**config.mk**
```make
export PLATFORM = sky130hd
export DESIGN_NAME = calc_sequencer
export DESIGN_NICKNAME = d
export VERILOG_FILES = /design/src/rtl/calc_sequencer.sv
export SDC_FILE = /design/constraint.sdc
export NUM_CORES = 1
export LEC_CHECK = 0
export BUFFER_PORTS_ARGS = -buffer_cell sky130_fd_sc_hd__buf_2
export CORE_MARGIN = 10
export CORE_UTILIZATION = 54
export DETAILED_ROUTE_END_ITERATION = 8
export PLACE_DENSITY = 0.82
export SLEW_MARGIN = 15
export SYNTH_ARGS = -nofsm -noshare
export SYNTH_HDL_FRONTEND = slang
export SYNTH_SLANG_ARGS = --single-unit
```
**constraint.sdc**
```tcl
create_clock -name clk -period 3.7 [get_ports clk]
set_input_delay 0.555 -clock clk [delete_from_list [all_inputs] [get_ports clk]]
set_output_delay 0.555 -clock clk [all_outputs]
set_load 0.05 [all_outputs]
```
**src/rtl/calc_sequencer.sv**
```systemverilog
// Calculator key sequencer: assembles operand A, operator and operand B from
// debounced key codes, runs one ALU operation and holds the result for display.
module calc_sequencer #(
    parameter int N_DIGITS = 4,
    parameter int W        = 14,
    parameter int TIMEOUT  = 255
) (
    input  logic         clk,
    input  logic         rst,
    input  logic         key_valid,
    input  logic [3:0]   key,
    input  logic         alu_done,
    input  logic [W-1:0] alu_result,
    input  logic         alu_err,
    output logic [W-1:0] operand_a,
    output logic [W-1:0] operand_b,
    output logic [1:0]   op_codificada,
    output logic         start,
    output logic [W-1:0] display,
    output logic         busy,
    output logic         error
);

    localparam int CW = $clog2(N_DIGITS + 1);
    localparam int TW = $clog2(TIMEOUT + 1);

    typedef enum logic [1:0] {
        S_A,
        S_B,
        S_EXEC,
        S_SHOW
    } state_t;

    state_t         state, state_nxt;
    logic [W-1:0]   result, result_nxt;
    logic [CW-1:0]  cnt_a, cnt_a_nxt;
    logic [CW-1:0]  cnt_b, cnt_b_nxt;
    logic [TW-1:0]  timer, timer_nxt;
    logic [W-1:0]   a_nxt, b_nxt, display_nxt;
    logic [1:0]     op_nxt;
    logic           start_nxt, busy_nxt, err_nxt;
    logic           is_digit, is_op, is_equals, is_clear;

    // Decimal shift-in; wraps at W bits, which cannot happen for W sized to N_DIGITS
    function automatic logic [W-1:0] acc_digit(input logic [W-1:0] acc, input logic [3:0] d);
        return acc * W'(10) + W'(d);
    endfunction

    function automatic logic [1:0] enc_op(input logic [3:0] k);
        case (k)
            4'hA:    return 2'b11;
            4'hB:    return 2'b10;
            4'hC:    return 2'b01;
            default: return 2'b00;
        endcase
    endfunction

    assign is_digit  = key_valid && (key <= 4'd9);
    assign is_op     = key_valid && (key >= 4'hA) && (key <= 4'hC);
    assign is_equals = key_valid && (key == 4'hD);
    assign is_clear  = key_valid && (key == 4'hE);

    always_comb begin
        state_nxt  = state;
        a_nxt      = operand_a;
        b_nxt      = operand_b;
        op_nxt     = op_codificada;
        result_nxt = result;
        cnt_a_nxt  = cnt_a;
        cnt_b_nxt  = cnt_b;
        timer_nxt  = timer;
        err_nxt    = error;
        start_nxt  = 1'b0;

        // Clear takes priority everywhere, including over a simultaneous alu_done
        if (is_clear) begin
            state_nxt  = S_A;
            a_nxt      = '0;
            b_nxt      = '0;
            op_nxt     = 2'b00;
            result_nxt = '0;
            cnt_a_nxt  = '0;
            cnt_b_nxt  = '0;
            timer_nxt  = '0;
            err_nxt    = 1'b0;
        end else begin
            case (state)
                S_A: begin
                    if (is_digit && (cnt_a < CW'(N_DIGITS))) begin
                        a_nxt     = acc_digit(operand_a, key);
                        cnt_a_nxt = cnt_a + CW'(1);
                    end else if (is_op) begin
                        op_nxt    = enc_op(key);
                        cnt_b_nxt = '0;
                        state_nxt = S_B;
                    end
                end
                S_B: begin
                    if (is_digit && (cnt_b < CW'(N_DIGITS))) begin
                        b_nxt     = acc_digit(operand_b, key);
                        cnt_b_nxt = cnt_b + CW'(1);
                    end else if (is_op && (cnt_b == '0)) begin
                        op_nxt = enc_op(key);
                    end else if (is_equals) begin
                        start_nxt = 1'b1;
                        timer_nxt = '0;
                        state_nxt = S_EXEC;
                    end
                end
                S_EXEC: begin
                    timer_nxt = timer + TW'(1);
                    if (alu_done) begin
                        result_nxt = alu_result;
                        err_nxt    = error | alu_err;
                        state_nxt  = S_SHOW;
                    end else if (timer == TW'(TIMEOUT - 1)) begin
                        // TIMEOUT full cycles spent in S_EXEC without a reply
                        result_nxt = '0;
                        err_nxt    = 1'b1;
                        state_nxt  = S_SHOW;
                    end
                end
                S_SHOW: begin
                    if (is_digit) begin
                        a_nxt      = W'(key);
                        b_nxt      = '0;
                        op_nxt     = 2'b00;
                        result_nxt = '0;
                        cnt_a_nxt  = CW'(1);
                        cnt_b_nxt  = '0;
                        state_nxt  = S_A;
                    end else if (is_op) begin
                        a_nxt     = result;
                        b_nxt     = '0;
                        op_nxt    = enc_op(key);
                        cnt_a_nxt = '0;
                        cnt_b_nxt = '0;
                        state_nxt = S_B;
                    end
                end
                default: state_nxt = S_A;
            endcase
        end

        busy_nxt = (state_nxt == S_EXEC);

        display_nxt = display;
        case (state_nxt)
            S_A:     display_nxt = a_nxt;
            S_B:     display_nxt = (cnt_b_nxt == '0) ? a_nxt : b_nxt;
            S_EXEC:  display_nxt = display;
            S_SHOW:  display_nxt = result_nxt;
            default: display_nxt = display;
        endcase
    end

    always_ff @(posedge clk or posedge rst) begin
        if (rst) begin
            state         <= S_A;
            operand_a     <= '0;
            operand_b     <= '0;
            op_codificada <= 2'b00;
            start         <= 1'b0;
            display       <= '0;
            busy          <= 1'b0;
            error         <= 1'b0;
            result        <= '0;
            cnt_a         <= '0;
            cnt_b         <= '0;
            timer         <= '0;
        end else begin
            state         <= state_nxt;
            operand_a     <= a_nxt;
            operand_b     <= b_nxt;
            op_codificada <= op_nxt;
            start         <= start_nxt;
            display       <= display_nxt;
            busy          <= busy_nxt;
            error         <= err_nxt;
            result        <= result_nxt;
            cnt_a         <= cnt_a_nxt;
            cnt_b         <= cnt_b_nxt;
            timer         <= timer_nxt;
        end
    end

endmodule

```
After elaboration in Yosys (flattened, before gate mapping)

Index checks and enable logic that the tools add are counted.
W data, S select, Z words.

Bits in registers: 77
Input port bits: 23
Word-level logic and storage cells: 125

Add/sub/neg operators: 5
Multipliers: 2
Magnitude comparators: 5
Eq/ne operators: 19
Multiplexer cells: 60
Bitwise gates (word level): 1
Reduce and logical (&&, ||, !) cells: 21

Operators with widths:

| kind                    | number |
|---|---|
| $mux W14                | 13 |
| $pmux W14 S2            | 3 |
| $pmux W14 S3            | 1 |
| $mux W8                 | 4 |
| $mux W2                 | 15 |
| $add A14 B4 Y14         | 2 |
| $mul A14 B3 Y13 const B | 2 |
| $mux W3                 | 9 |
| $eq A4 B4 Y1 const B    | 5 |
| $ne A3 B3 Y1 const B    | 6 |
| $pmux W8 S2             | 1 |
| $pmux W2 S3             | 2 |
| $mux W1                 | 9 |
| $pmux W3 S3             | 1 |
| $reduce_bool A3 Y1      | 3 |
| $add A8 B1 Y8 const B   | 1 |
| $eq A2 B2 Y1 const B    | 4 |
| $eq A8 B8 Y1 const B    | 1 |
| $le A4 B4 Y1 const B    | 2 |
| $logic_and A1 B1 Y1     | 8 |
| $pmux W2 S4             | 1 |
| $reduce_and A4 Y1       | 2 |
| $add A3 B1 Y3 const B   | 2 |
| $logic_not A3 Y1        | 2 |
| 11 further kinds        | 14 |

Depth between registers and ports, before layout

Gate-level depths: netlist of the first run.

Word-level depth: 10
Depth in mapped cells: 12
Depth with buffers taken out: 11

Worst setup path before layout of the first run

Ideal clock, no wire load.

Path kind: register to register
Start point: register operand_a[1]
End point: register display[12]
Library setup time: 148 ps
Arrival time: 3837 ps
Required time: 3552 ps
Path slack: -284 ps
Cell stages (with the launch flop): 12
Buffers on the path: 0
Period minus slack after synthesis: 3984 ps
Cells stage by stage: dfrtp_1 > ha_1 > ha_1 > fa_1 > nand2_1 > a2111o_1 > a211o_1 > or4_4 > nand4b_1 > xnor2_1 > a2111oi_0 > a211oi_1

Longest elaborated chain between the ends: 7

RTL lines:

| element                  | line | text |
|---|---|---|
| start: declaration       | 15   | `output logic [W-1:0] operand_a,` |
| start signal: assignment | 173  | `operand_a <= a_nxt;` |
| $mul A14 B3 Y13 (*)      | 46   | `return acc * W'(10) + W'(d);` |
| $add A14 B4 Y14 (*)      | 46   |  |
| $mux W14 (*)             | 89   | `if (is_digit && (cnt_a < CW'(N_DIGITS))) begin` |
| $pmux W14 S2 (*)         | 87   | `case (state)` |
| $mux W14 (*)             | 76   | `if (is_clear) begin` |
| $mux W14                 | 150  | `S_B: display_nxt = (cnt_b_nxt == '0) ? a_nxt : b_nxt;` |
| $pmux W14 S3 (*)         | 148  | `case (state_nxt)` |
| end signal: assignment   | 177  | `display <= display_nxt;` |
| end: declaration         | 19   | `output logic [W-1:0] display,` |

Every way passes the cells marked *; elsewhere a longest branch is shown, timed or not.
A chain may end at the register's enable or synchronous reset.

Worst setup path after layout of the first run

Ends and elaborated chain as after synthesis.

==> out/metrics.cfg, run 1 <==
[setup_path]
critical_path.startpoint = operand_a[1]
endpoint_kind = flip-flop
r2r_slack_ns = 0.009
crit_top_cell = ha_4
worst_ep_arrival_time_ns = 3.95
r2r-start = operand_a[1]
rr_endpoint = display[12]
crit_chain = ha_4, ha_4, fa_2, nand2_2, a2111o_1, a211o_1, or4_4, nand4b_1, xnor2_2, a2111oi_2, a211oi_1
slowest_delay_ns = 0.55
cp-start-kind = flip-flop
cp.required_ns = 3.96
rr_worst_depth = 11
crit_type = reg2reg
crit_slowest_cell = fa_2
cp_max_fo = 3
crit_end = display[12]

[layout]
nNetsFinal = 831
num_antenna_cells = 0
final_common_cell = dfrtp_1
postLayoutCellArea_um2 = 6800
areaGrowthSynthToFinish_pct = 15.1
drive_gt1_share_pct = 18.9
final_util_pct = 63.0
layout_common_cells = dfrtp_1, buf_2, nor2_1, nand2_1, o21ai_0

[sta]
fin_skew_ns = 0.0117
fin_setup_tns_ns = 0
min_period_ns = 3.69
final-max-slew-violation-count = 0
setup_slack_ns = 0.00941
max_freq_mhz = 271
worst_pin_slew_ns = 0.985
period_share_pct = 99.7
final-setup-viol-count = 0
relSlewSlack_pct = 34.3
hold_viol = 0
rsz0062_at_grt = true

[routing]
drt_iter0_drc = 534
dr.pass1.iters = 5
num_vias = 5816
totalWireLength_um = 17600
wl_per_cell_um = 19.7
drc_errors = 0
viasPerCell = 6.49
antenna_left = 0

[clocking]
cts_sinks = 77
ctsLongestPathBuffers = 2
cts_buffers = 9
cts_htree_levels = 3
cts_root_buffer = clkbuf_8
path_clk_slew_ns = 0.09
clk-insertion-delay-late_ns = 0.38
holdBufCountCts = 0
cts_tree = built

[yosys]
syn_nets = 753
synth.area.top_cells = dfrtp_1, ha_1, o21ai_0
synth_area_per_cell_um2 = 8.78
synth_top_area_cell = dfrtp_1
netlist.area_leader.share_pct = 32.6
synth_warnings = 0
synthCells = 673
netlist_area_um2 = 5910
synth_edf_count = 0
post_synth_num_cell_types = 68
seq_area_frac_synth_pct = 32.6
ys_async_sr_fraction_pct = 100
synth-main-ff-cell = dfrtp_1
ys_ff_latch = 77

[global_route]
grt_start_max_net_pins = 78
first_global_vias = 5680
grtUsageTotal_pct = 21.9
gr-total-overflow = 0
grt_first_pass_wirelength_um = 29000
antenna_found_initial = 0

[floorplanning]
coreArea_um2 = 10800
ios = 70
die_h_um = 125
fp.dieW_um = 125
die_area_um2 = 15500
start_util_pct = 54.8
rows = 38

[run]
maxCapViolCount = 0

[worst_hold_path]
hold_class = in2reg
hold_start = alu_result[12]

[placement]
port_buffers = 69
dp.final_hpwl_um = 13500
detailedPlace.worstSlack_ns = -0.00828
place_area_um2 = 6540
finalWeightedCongestion = 0.918

[power_and_ir_drop]
power_density_nw_per_um2 = 899
leakage_nw = 3.27
ir_drop_mv = 0.673

[run_status]
status = complete, no violations

==> cell usage after synthesis, types with 5 or more instances <==
cell      instances
nand3_1          18
nand2_1          59
ha_1             53
nor3b_1           6
buf_2             5
o31ai_1          11
nor2b_1          10
nand4_1           7
a31oi_1           5
a22o_1            6
o21ai_0          51
xnor2_1          18
nor3_1           15
a211oi_1         16
a21o_1            8
a22oi_1          19
xor2_1           13
nor2_1           65
nand2b_1          6
mux2i_1          15
a21oi_1          41
dfrtp_1          77
o211ai_1          8
inv_1            16
and3_1           10
clkbuf_1         20
a221oi_1          9
and2_1            8
==> sequential cells by signal, indices dropped and copies added, names as in the netlist, 2 cells and up <==
register and cells:
display 14, operand_a 14, operand_b 14, result 14
timer 8, cnt_a 3, cnt_b 3, op_codificada 2
state 2
==> power by group <==
group          switching [mW]  leakage, nW  internal (mW)  total, mW
clock                   0.358        0.101          0.321      0.679
sequential              0.264         1.03           1.11       1.37
combinational            2.57         2.14           1.49       4.06
==> final cells by class <==
type	count	area, um2
inverters	19	71.3
clock inverters	7	81.3
well taps	140	175
repair buffers	96	548
fillers	894	3990
flip-flops and latches	77	1930
multi-input cells	548	3870
clock buffers	9	124
==> timing repair <==
| item | 4_1_cts | 5_1_grt |
|---|---|---|
| pin swaps | 0 | 10 |
| buffers inserted | 0 | 1 |
| resized for setup | 1 | 9 |
| endpoints found under the setup margin | 1 | 4 |
==> worst min-delay path by stage <==
stage / to / cells after the start
final: result[12] / 3
after floorplan: timer[6] / 1
after global placement: timer[6] / 1
after global routing: result[7] / 3
after detailed placement: timer[6] / 1
after CTS: result[12] / 3
==> critical path: cells and delay by family (launching register included) <==
family          cells  cell delay [ns]
compound gates      4             1.22
xor+xnor            1             0.20
fa+ha+maj           3             0.96
flops               1             0.43
simple gates        3             0.75
==> cells by family after synthesis <==
group           count (synthesis)  share of synthesized area [%]
compound gates                217                           24.6
buf+inv                        48                           3.22
mux                            16                           2.73
simple gates                  224                           18.6
xor+xnor                       34                           5.63
flops                          77                           32.6
fa+ha+maj                      57                           12.6
==> per-stage QoR <==
stage | total power, mW | hold slack [ns] | std cells
after floorplan | 4.26 | 0.438 | 673
after global placement | 5.15 | 0.458 | 879
after detailed placement | 5.29 | 0.476 | 879
after CTS | 5.99 | 0.444 | 895
after global routing | 6.56 | 0.471 | 896
final | 6.12 | 0.447 | 896
==> per-layer routing <==
metal / GRT usage, % / part of all wire [%] / up-vias
met1: 26.9 / 42 / 2821
met5: 0 / 0 / -
met3: 4.47 / 6.4 / 48
li1: - / - / 2674
met2: 37.0 / 49 / 273
met4: 8.02 / 2.7 / 0
Power figures use the tool's default switching activity.
==> run 2: changes to the inputs <==
- CELL_PAD_IN_SITES_DETAIL_PLACEMENT: unset -> 0
- CELL_PAD_IN_SITES_GLOBAL_PLACEMENT: unset -> 1
- CORE_UTILIZATION: 54 -> 41
==> run 2 against run 1 <==
Die area grew 26%. Register-to-register slack hardly changed. First-iteration DRC count shrank 16%. Clock skew down 0.0021 ns. Via count shrank 2.8%.
==> out/metrics.cfg, run 2 (synthesis gave the netlist of run 1 again) <==
[setup_path]
cp_max_fo = 3
rr_endpoint = display[12]
r2r-start = operand_a[1]
r2r_slack_ns = 0.004
endpoint_kind = flip-flop
crit_type = reg2reg
worst_ep_arrival_time_ns = 3.91
rr_worst_depth = 11
cp.required_ns = 3.91
cp-start-kind = flip-flop

[global_route]
grtUsageTotal_pct = 18.0
first_global_vias = 5681
antenna_found_initial = 0
gr-total-overflow = 0
grt_start_max_net_pins = 37
grt_first_pass_wirelength_um = 29700

[power_and_ir_drop]
ir_drop_mv = 0.517
leakage_nw = 3.35
power_density_nw_per_um2 = 892
p_total_mw = 6.24

[layout]
fin_cells = 948
areaGrowthSynthToFinish_pct = 18.3
nNetsFinal = 844
layout_common_cells = dfrtp_1, buf_2, nor2_1, nand2_1, o21ai_0
num_antenna_cells = 0
multiInputGateArea_um2 = 3860
drive_gt1_share_pct = 19.7
final_common_cell = dfrtp_1
n_fill_cell = 1366
seq_area_um2 = 1930

[placement]
numPlacedInstances = 930
port_buffers = 69
finalWeightedCongestion = 0.861
dp.final_hpwl_um = 14000

[floorplanning]
die_area_um2 = 19600
die_h_um = 140
start_util_pct = 42.2
rows = 43
fp.dieW_um = 140
ios = 70
coreArea_um2 = 14000

[sta]
fin_skew_ns = 0.00963
timing.hold.ws_ns = 0.352
min_period_ns = 3.70
final-max-slew-violation-count = 0
relSlewSlack_pct = 41.0
worst_pin_slew_ns = 0.878
max_freq_mhz = 271
hold_viol = 0
period_share_pct = 99.9
final-setup-viol-count = 0
rsz0062_at_grt = true

[clocking]
ctsLongestPathBuffers = 2
cts_htree_levels = 3
cts_tree = built
clk-insertion-delay-late_ns = 0.34
path_clk_slew_ns = 0.06
cts_root_buffer = clkbuf_16
cts_buffers = 9
cts_sinks = 77

[run_status]
status = complete, no violations

[routing]
antenna_left = 0
dr.pass1.iters = 5
viasPerCell = 5.96
wl_per_cell_um = 19.0
drc_errors = 0
drt_iter0_drc = 448
num_vias = 5654
totalWireLength_um = 18000

[worst_hold_path]
hold_class = in2async

[run]
maxCapViolCount = 0

==> run 2: worst max path at each step <==
stage,start,to,cells past startpoint
finish,operand_a[1],display[12],11
global route,operand_a[1],display[12],11
global placement,operand_a[3],display[12],11
detailed placement,operand_a[3],display[12],11
floorplan,operand_a[1],display[12],11
CTS,operand_a[3],display[12],11
==> run 2: final cells by class <==
type | instances | share of cell area (%)
Multi-Input combinational cell | 548 | 55.2
Sequential cell | 77 | 27.6
Timing Repair Buffer | 109 | 9.23
Clock buffer | 11 | 3.33
Tap cell | 180 | 3.22
Inverter | 19 | 1.02
Clock inverter | 4 | 0.376
==> run 2: where the power goes <==
group | switching (mW) | total (mW) | leakage (nW) | internal (mW)
Combinational | 2.52 | 4.07 | 2.20 | 1.54
Clock | 0.352 | 0.802 | 0.125 | 0.450
Sequential | 0.256 | 1.37 | 1.03 | 1.11
Total | 3.13 | 6.24 | 3.35 | 3.11
==> run 2: worst max-delay path, cell delays in order, from the launching register on <==
cell and delay [ns]:
dfrtp_2 0.43, ha_4 0.25, ha_4 0.16, fa_2 0.56
nand2_1 0.06, a2111o_1 0.41, a211o_1 0.33, or4_4 0.49
nand4b_1 0.25, xnor2_2 0.20, a2111oi_2 0.36, a211oi_1 0.08
==> run 2: through the flow <==
stage | setup slack [ns] | TNS [ns] | util (%) | instance area [um2]
floorplan | 0.000768 | 0 | - | 5930
global placement | 0.0465 | 0 | 47.7 | 6670
detailed placement | -0.00967 | -0.00967 | 47.7 | 6670
CTS | 0.0162 | 0 | 49.5 | 6930
global route | -0.104 | -0.253 | 50.0 | 6990
finish | 0.00405 | 0 | 50.0 | 6990
==> run 2: per-layer routing <==
layer,up-vias,share of wire [%],track usage (%)
met3,21,5.3,2.70
met4,0,1.5,5.65
met2,177,49,30.2
met5,-,0,0
li1,2710,-,-
met1,2746,44,23.3
==> run 2: what timing repair did <==
item | CTS | global route
buffers inserted | 0 | 3
endpoints found under the setup margin | 1 | 4
hold buffers | 0 | 0
pin swaps | 0 | 9
resized for setup | 1 | 7
cloned | 0 | 0
==> run 3: changes to the inputs <==
- SETUP_SLACK_MARGIN: unset -> 0.1
- SKIP_CTS_REPAIR_TIMING: unset -> 1
==> run 3 against run 2 <==
Clock skew shrank 0.0040 ns. Non-clock buffer count is 11 lower. Critical path type unchanged. Critical endpoint is now display[10]. Largest cell class unchanged. Power grew 1.2%. Cell area decreased by 0.48%. Sequential power barely moved. Hold slack got worse by 0.079 ns.
==> out/metrics.cfg, run 3 (synthesis gave the netlist of run 1 again) <==
[routing]
viasPerCell = 5.99
antenna_left = 0
drc_errors = 0
drt_iter0_drc = 437
dr.pass1.iters = 7
totalWireLength_um = 18100
wl_per_cell_um = 19.3
num_vias = 5600

[setup_path]
cp_max_fo = 4
crit_slowest_cell = or4_4
endpoint_kind = flip-flop
cp-start-kind = flip-flop
crit_buf_inv = 0
cp_num_cells = 11
worst_ep_arrival_time_ns = 3.81
cp.required_ns = 3.97
crit_chain = ha_4, ha_4, fa_2, xnor2_4, a2111o_1, a211o_1, or4_4, or4_4, a21oi_2, a211oi_2, a21oi_2
crit_type = reg2reg
slowest_delay_ns = 0.51
rr_worst_depth = 11
critical_path.top_delay_family = compound AO/OA/AOI/OAI gates

[clocking]
cts_buffers = 9
clk-insertion-delay-late_ns = 0.34
cts_tree = built
path_clk_slew_ns = 0.06
ctsLongestPathBuffers = 2
cts_root_buffer = clkbuf_16
cts_htree_levels = 3
cts_sinks = 77

[worst_hold_path]
hold_class = in2async

[run_status]
status = complete, no violations

[floorplanning]
rows = 43
die_area_um2 = 19600
coreArea_um2 = 14000
die_h_um = 140
fp.dieW_um = 140
ios = 70
start_util_pct = 42.2

[layout]
final_common_cell = dfrtp_1
final_util_pct = 49.7
areaGrowthSynthToFinish_pct = 17.8
nNetsFinal = 833
drive_gt1_share_pct = 18.4
num_antenna_cells = 0
n_fill_cell = 1351
fin_cells = 935
postLayoutCellArea_um2 = 6960
layout_common_cells = dfrtp_1, buf_2, nor2_1, nand2_1, o21ai_0

[sta]
timing.hold.ws_ns = 0.273
max_freq_mhz = 282
min_period_ns = 3.54
setup_slack_ns = 0.158
worst_pin_slew_ns = 0.845
hold_viol = 0
relSlewSlack_pct = 43.6
rsz0062_at_grt = true
final-max-slew-violation-count = 0
final-setup-viol-count = 0
fin_setup_tns_ns = 0
fin_skew_ns = 0.00560
period_share_pct = 95.7

[power_and_ir_drop]
ir_drop_mv = 0.531
power_density_nw_per_um2 = 907
p_total_mw = 6.31
leakage_nw = 3.32

[placement]
port_buffers = 69
dp.final_hpwl_um = 14000
finalWeightedCongestion = 0.882
place_area_um2 = 6610
numPlacedInstances = 921
detailedPlace.worstSlack_ns = 0.0983

[global_route]
top_usage_layer = met2
gr-total-overflow = 0
met2_usage_pct = 29.6
first_global_vias = 5621
use_met1_pct = 23.3
grt_use_met3_pct = 2.97
grtUsageTotal_pct = 18.0
grt_start_max_net_pins = 37
antenna_found_initial = 0
grt_first_pass_wirelength_um = 29300

[run]
maxCapViolCount = 0

run 3: changes by cell type in the layout (fill, tap and decap cells not counted), moves of 2 or more:
| cell | change |
|---|---|
| clkinv_2 | -2 |
| ha_1 | +2 |
| buf_4 | -11 |
| xnor2_2 | -2 |
| bufinv_16 | +2 |
run 3: final timing paths:
| check | start | to | slack (ns) |
|---|---|---|---|
| max | operand_a[3] | display[10] | 0.16 |
| max in group asynchronous | rst | result[8] | 2.55 |
| min reg2reg | timer[6] | timer[6] | 0.49 |
| min in group clk | timer[6] | timer[6] | 0.49 |
| min | rst | timer[5] | 0.27 |
| max reg2reg | operand_a[3] | display[10] | 0.16 |
run 3: power breakdown:
group          internal [mW]  switching, mW
clock                  0.598          0.332
combinational           1.48           2.53
sequential              1.11          0.260
total                   3.19           3.12
run 3: cell type report:
class / instances / area, um2 / area share, %
Multi-Input combinational cell: 548 / 3860 / 55.5
Sequential cell: 77 / 1930 / 27.8
Timing Repair Buffer: 98 / 563 / 8.09
Clock buffer: 11 / 243 / 3.49
Tap cell: 180 / 225 / 3.24
Inverter: 19 / 71.3 / 1.02
Clock inverter: 2 / 60.1 / 0.863
run 3: metal layers:
layer | vias up | part of all wire, %
met5 | - | 0
met4 | 0 | 1.5
met3 | 18 | 5.0
met2 | 165 | 48
met1 | 2729 | 45
li1 | 2688 | -
